--- src/rtl/reg_file_dumper.sv ---
// ---------------------------------------------------------------------------
// reg_file_dumper
//
// Debug/observability reader for the RV32I register file. A pulse on
// i_start walks the registers from x0 (or x1 when SKIP_X0 is set) up to
// x(DEPTH-1). It reads each one through a spare asynchronous read port and
// streams it out on a valid/ready interface, tagged with its index.
//
// Each word costs two cycles: a READ cycle that presents the address and
// captures the combinational read data, then a SEND cycle that holds the
// word until the consumer accepts it.
//
// Ports
//   i_clk     clock
//   i_arst_n  asynchronous active-low reset
//   i_start   start a dump (only looked at while idle)
//   i_abort   abandon the dump and return to idle (no o_done pulse)
//   o_raddr   register-file read address (registered, equals the walk index)
//   i_rdata   register-file read data for o_raddr
//   o_valid   o_data/o_idx/o_last are valid
//   i_ready   consumer accepts the word when o_valid & i_ready
//   o_data    captured register value
//   o_idx     register index of o_data
//   o_last    set with the word for index DEPTH-1
//   o_busy    a dump is in progress (READ/SEND/DONE)
//   o_done    one-cycle pulse after the last word has been accepted
// ---------------------------------------------------------------------------
module reg_file_dumper #(
    parameter int N       = 32,
    parameter int DEPTH   = 32,
    parameter int SKIP_X0 = 0,
    localparam int AW     = (DEPTH > 1) ? $clog2(DEPTH) : 1
) (
    input  logic          i_clk,
    input  logic          i_arst_n,
    input  logic          i_start,
    input  logic          i_abort,
    output logic [AW-1:0] o_raddr,
    input  logic [N-1:0]  i_rdata,
    output logic          o_valid,
    input  logic          i_ready,
    output logic [N-1:0]  o_data,
    output logic [AW-1:0] o_idx,
    output logic          o_last,
    output logic          o_busy,
    output logic          o_done
);

    localparam logic [1:0] S_IDLE = 2'd0;
    localparam logic [1:0] S_READ = 2'd1;
    localparam logic [1:0] S_SEND = 2'd2;
    localparam logic [1:0] S_DONE = 2'd3;

    localparam logic [AW-1:0] FIRST_IDX = (SKIP_X0 != 0) ? AW'(1) : AW'(0);
    localparam logic [AW-1:0] LAST_IDX  = AW'(DEPTH - 1);

    logic [1:0]    state_reg, state_next;
    logic [AW-1:0] idx_reg,   idx_next;
    logic [N-1:0]  data_reg,  data_next;
    logic [AW-1:0] oidx_reg,  oidx_next;
    logic          last_reg,  last_next;

    logic handshake;
    assign handshake = (state_reg == S_SEND) && i_ready;

    always_comb begin
        state_next = state_reg;
        idx_next   = idx_reg;
        data_next  = data_reg;
        oidx_next  = oidx_reg;
        last_next  = last_reg;

        case (state_reg)
            S_IDLE: begin
                // Abort has priority over a simultaneous start.
                if (i_start && !i_abort) begin
                    idx_next   = FIRST_IDX;
                    state_next = S_READ;
                end
            end

            S_READ: begin
                if (i_abort) begin
                    state_next = S_IDLE;
                end else begin
                    data_next  = i_rdata;
                    oidx_next  = idx_reg;
                    last_next  = (idx_reg == LAST_IDX);
                    state_next = S_SEND;
                end
            end

            S_SEND: begin
                if (i_abort) begin
                    // Dropping valid mid-word is intentional on abort.
                    last_next  = 1'b0;
                    state_next = S_IDLE;
                end else if (handshake) begin
                    // o_last is only meaningful alongside o_valid, so it is
                    // cleared as soon as the word leaves.
                    last_next = 1'b0;
                    if (last_reg) begin
                        state_next = S_DONE;
                    end else begin
                        idx_next   = idx_reg + AW'(1);
                        state_next = S_READ;
                    end
                end
            end

            default: begin
                // S_DONE lasts exactly one cycle; an abort here lands in
                // the same place.
                state_next = S_IDLE;
            end
        endcase
    end

    always_ff @(posedge i_clk or negedge i_arst_n) begin
        if (!i_arst_n) begin
            state_reg <= S_IDLE;
            idx_reg   <= '0;
            data_reg  <= '0;
            oidx_reg  <= '0;
            last_reg  <= 1'b0;
        end else begin
            state_reg <= state_next;
            idx_reg   <= idx_next;
            data_reg  <= data_next;
            oidx_reg  <= oidx_next;
            last_reg  <= last_next;
        end
    end

    // The read address comes straight from the walk-index register, so there
    // is no combinational path from any input to o_raddr.
    assign o_raddr = idx_reg;
    assign o_data  = data_reg;
    assign o_idx   = oidx_reg;
    assign o_last  = last_reg;
    assign o_valid = (state_reg == S_SEND);
    assign o_busy  = (state_reg != S_IDLE);
    assign o_done  = (state_reg == S_DONE);

endmodule
--- config.mk ---
export PLATFORM = sky130hd
export DESIGN_NAME = reg_file_dumper
export DESIGN_NICKNAME = d
export VERILOG_FILES = /design/src/rtl/reg_file_dumper.sv
export SDC_FILE = /design/constraint.sdc
export NUM_CORES = 1
export LEC_CHECK = 0
export CORE_MARGIN = 2
export CORE_UTILIZATION = 66
export CTS_CLUSTER_DIAMETER = 150
export DETAILED_ROUTE_END_ITERATION = 8
export DONT_BUFFER_PORTS = 1
export PLACE_DENSITY = 0.82
export SYNTH_ARGS = -nofsm -noshare
export SYNTH_HDL_FRONTEND = slang
export SYNTH_SLANG_ARGS = --single-unit
--- constraint.sdc ---
create_clock -name i_clk -period 2.28 [get_ports i_clk]
set_input_delay 0.342 -clock i_clk [delete_from_list [all_inputs] [get_ports i_clk]]
set_output_delay 0.342 -clock i_clk [all_outputs]
set_load 0.01 [all_outputs]
Word-level counts from Yosys, hierarchy flattened:

Cells that the tools add are included.
W data, S select, Z words.

* input port bits: 37
* bits in latches: 0
* register bits after elaboration: 45
* output and inout port bits: 46
* memories kept: 0
* logic and storage cells: 43
* RAM bits: 0
* bits in read-only memories: 0

* $mul: 0
* $add $sub $neg: 1
* reductions and logical operators: 11
* shifts and indexed selects: 0
* divide/modulo/power cells: 0
* multiplexer cells: 15
* equal/unequal tests: 10
* order comparisons: 0
* bitwise logic cells: 1

Operators by type and width (count)
* $mux W5: 4
* $mux W2: 5
* $pmux W5 S2: 1
* $ne A2 B2 Y1 const B: 4
* $pmux W2 S3: 1
* $reduce_bool A2 Y1: 3
* $add A5 B1 Y5 const B: 1
* $eq A5 B5 Y1 const B: 1
* $reduce_and A5 Y1: 1
* $eq A2 B2 Y1 const B: 2
* $reduce_and A2 Y1: 2
* $mux W1: 3
* $ne A3 B2 Y1 const B: 1
* $reduce_and A3 Y1: 1
* $eq A2 B1 Y1 const B: 1
* $logic_and A1 B1 Y1: 2
* $logic_not A2 Y1: 1
* $ne A2 B1 Y1 const B: 1
* $pmux W1 S2: 1
* $logic_not A1 Y1: 1
* $not A1 Y1: 1

Logic depth before layout (Yosys ltp):

* word-level depth: 5
* gate-level depth with buffers: 5
* depth with buffers taken out: 5

Worst setup path after synthesis:

Ideal clock, no wire load.

* path type: flip-flop to flip-flop
* start: reg state_reg[1]
* end: reg data_reg[27], in the netlist o_data[27]
* arrival: 1.271 ns
* path buffers: 2
* period minus slack after synthesis: 1.396 ns
* stages on the path, launching flop included: 5
* setup time: 0.125 ns
* setup slack: 0.884 ns
* required time: 2.155 ns
* cell sequence: dfrtp_1 nor3b_2 buf_6 buf_12 mux2_4

* longest elaborated chain between the ends: 2

RTL lines
* start: declaration: line 57 `logic [1:0] state_reg, state_next;`
* start signal: assignment: line 127 `state_reg <= state_next;`
* $eq A2 B1 Y1: line 73 `case (state_reg)`
* $reduce_and A2 Y1 (no source line)
* end signal: assignment: line 129 `data_reg <= data_next;`
* end: declaration: line 59 `logic [N-1:0] data_reg, data_next;`

Every way passes these cells.
A chain may end at the register's enable or synchronous reset.

Final worst setup path:

* start: reg state_reg[1]
* end: out o_valid

* longest elaborated chain between the ends: 1

RTL lines
* $eq A2 B2 Y1: line 141 `assign o_valid = (state_reg == S_SEND);`
* end: declaration: line 40 `output logic o_valid,`

Every way passes these cells.

==> results.md <==
* Status: completed
* Setup TNS Final at 0 ns
* Final wirelength at 2.92 mm
* Register area share after synthesis at 60.8%
* Antenna-violating nets left at 0
* Root buffer cell: clkbuf_4
* Worst-margin pin slew at 0.392 ns
* WHS Endpoint: state_reg[1]$_DFFE_PN0P_
* Synth Net Count at 159
* Worst reg2reg setup slack at 0.78 ns
* Die area at 3250 µm²
* Compound-Gate Fraction of Synth Area at 3.38%
* Ant. Diodes at 0
* Clk_lat worst skew at 0.34 ns
* Initial antenna violation count at 0
* I/O pins at 83
* R2R cell count at 3
* Worst-path clk slew at 0.12 ns
* Final hold vios at 0
* Crit path capture type: primary output
* Power Dens Cells at 911 nW/µm²
* Nets at 166
* Peak supply drop at 0.958 mV
* PortBufs at 0
* Synth Register Bits at 45
* Synth Area in Adders at 1.35%
* Avg Cell Area, Syn at 15.4 µm²
* Final Max Tran Viols at 0
* Die width at 57.0 µm
* DRT Pass-1 Iters at 4
* Vias after detailed routing at 989
* Final worst-path cycle share at 66.5%
* RSZ-0062 raised after global routing: no
* Row count at 19
* CP Data Arrival Time at 1.18 ns
* First-pass GRT wire length at 4.93 mm
* Total CTS buffers at 5
* Worst path required time at 1.94 ns
* F_max at 0.659 GHz
* Vias in the first global route at 1014
* H-tree depth at 2
* Vias/cell at 6.22
* Synth unique cells at 29
* Clock skew at 0.00495 ns
* Mux cell area share after synthesis at 25.3%
* Final setup violation count at 0
* Fill count at 196
* Internal Pwr Total at 1.26 mW
* Multi-input logic area at 678 µm²
* Flop pwr share at 66.3%
* DRC at 0
* YS warnings at 0
* Fin crit period at 1.52 ns
* Initial cell density of the core at 68.3%
* Largest family of logic cells by synthesized area: multiplexers
* Startpoint types: register
* Max FO, Critical Path at 8
* Number of clock sinks at 45
* Cells after synthesis at 120
* CTS tree: yes
* Critical path type: register to primary output
* Combinational power share at 13.7%
* Clock power share at 19.9%
* GRT Total Usage at 20.4%
* Synth Area in Simple Gates at 5.81%
* Largest net degree at the start of global routing at 46
* Core Region at 2710 µm²
* WL/cell at 18.3 µm
* Leakage power total at 0.883 nW
* Post-layout worst setup margin at 0.763 ns
* Dpl ws at 0.799 ns
* Layout cells sized above 1 at 38.3%
* Post-Synth XOR/XNOR Area at 0.473%
* Maxcap violations at 0
* Hold Path Class: input port to register
* Switch share at 29.1%
* Hold_sp: i_abort
* Register area at 1130 µm²
* Psw at 0.515 mW
* R2R Path Start: state_reg[1]$_DFFE_PN0P_
* Max FFs per register at 32
* Overflow after GRT at 0
* Cell Area, Synth at 1850 µm²
* Placer congestion estimate at 0.818
* HPWL after DPL at 2.12 mm
* Worst R2R End: o_data[20]$_DFFE_PN0P_
* Syn-to-layout area delta at 5.20%
* Height of the die at 57.0 µm
* Slew headroom at 73.7%
* DR iter-0 viols at 39
* Worst Hold Depth at 1
* Cts repair resizes at 0
* Clock Tree Buf Depth at 2
## layout by cell type, fill, tap and decap left out
cell / n
or2_2: 1
and2_1: 2
nand2b_1: 2
buf_4: 2
clkbuf_4: 5
o21a_1: 1
nand3b_1: 1
mux2_4: 8
nor3b_4: 1
o221ai_1: 1
o21ai_1: 1
a22o_1: 2
nand3_1: 1
a21oi_1: 1
inv_1: 2
o21ai_0: 2
dfrtp_1: 45
nor3_1: 1
o2bb2ai_1: 1
buf_12: 1
and3_1: 1
nand2_1: 2
and3b_1: 1
mux2i_1: 1
nor2b_1: 2
nor2_1: 3
mux2_2: 30
clkbuf_1: 2
dlygate4sd3_1: 1
xnor2_1: 1
clkinvlp_4: 1
ha_1: 2
## cells in the mapped netlist (all sizes together)
master / n / share of area [%]
buf: 4 / 2.5
o221ai: 1 / 0.47
mux2: 38 / 25
or2: 1 / 0.34
nor3: 1 / 0.27
nor3b: 1 / 0.68
nand3: 1 / 0.27
and3: 1 / 0.34
nand2b: 2 / 0.68
a21oi: 1 / 0.27
and3b: 1 / 0.47
o21a: 1 / 0.41
o21ai: 3 / 0.81
xnor2: 1 / 0.47
mux2i: 1 / 0.54
inv: 2 / 0.41
nor2: 3 / 0.61
nor2b: 2 / 0.68
nand3b: 1 / 0.41
nand2: 2 / 0.41
and2: 2 / 0.68
o2bb2ai: 1 / 0.47
dfrtp: 45 / 61
a22o: 2 / 0.95
ha: 2 / 1.4
## worst max-delay path by stage
| stage | slack, ns | cells after the start | from | to |
|---|---|---|---|---|
| 2_1_floorplan | 0.88 | 4 | state_reg[1]$_DFFE_PN0P_ | o_data[27]$_DFFE_PN0P_ |
| 3_3_place_gp | 0.85 | 3 | state_reg[1]$_DFFE_PN0P_ | o_data[26]$_DFFE_PN0P_ |
| 3_5_place_dp | 0.80 | 3 | state_reg[1]$_DFFE_PN0P_ | o_data[23]$_DFFE_PN0P_ |
| 4_1_cts | 0.75 | 2 | state_reg[1]$_DFFE_PN0P_ | o_valid |
| 5_1_grt | 0.63 | 2 | state_reg[1]$_DFFE_PN0P_ | o_valid |
| 6_report | 0.76 | 2 | state_reg[1]$_DFFE_PN0P_ | o_valid |
## power groups by stage
| stage | registers, mW | clock network [mW] | logic (mW) |
|---|---|---|---|
| CTS | 1.18 | 0.367 | 0.249 |
| finish | 1.18 | 0.353 | 0.244 |
| floorplan | 1.16 | 0 | 0.210 |
| global placement | 1.19 | 0 | 0.216 |
| global route | 1.20 | 0.400 | 0.276 |
| detailed placement | 1.20 | 0 | 0.227 |
## layer usage
layer  track usage, %  up-vias  wire length [µm]
li1                 -      439                 -
met1             24.6      494              1140
met2             31.0       52              1400
met3             11.8        4               340
met4             6.98        0                37
met5                0        -                 0
## worst max-delay path: stages (launching register included)
cell      delay [ns]
dfrtp_1         0.50
nand2b_1        0.15
inv_1           0.18
## kinds of logic (layout without fill, tap and decap cells)
| family | count (synthesis) | in the layout |
|---|---|---|
| multiplexers | 39 | 39 |
| buffers and inverters | 6 | 14 |
| adder cells (fa/ha/maj) | 2 | 2 |
| AND/OR/NAND/NOR | 18 | 18 |
| XOR/XNOR | 1 | 1 |
| AO/OA/AOI/OAI | 9 | 9 |
| flip-flops | 45 | 45 |
## layout make-up
cell class                 count  share of cell area [%]
clock buffer                   7                    2.31
tap                           31                    1.99
multi-input combinational     69                    34.8
clock inverter                 1                   0.385
sequential                    45                    57.8
inverter                       2                   0.385
timing repair buffer           4                    2.31
## metrics by stage
stage	area, µm²	hold slack [ns]	total power [mW]	utilization, %	cells
final	1950	0.0470	1.77	71.9	159
after global routing	1950	0.00962	1.88	71.9	159
after CTS	1950	0.0382	1.80	71.9	159
after detailed placement	1870	0.0473	1.43	68.8	149
after global placement	1870	0.0472	1.41	68.8	149
after floorplan	1850	0.0464	1.37	-	120
## timing repair
item | 4_1_cts | 5_1_grt
endpoints found under the setup margin | 0 | 0
endpoints found under the hold margin | 45 | 0
hold buffers | 2 | 0
buffers inserted | 0 | 0
No activity file was read; power rests on OpenSTA's default activity.
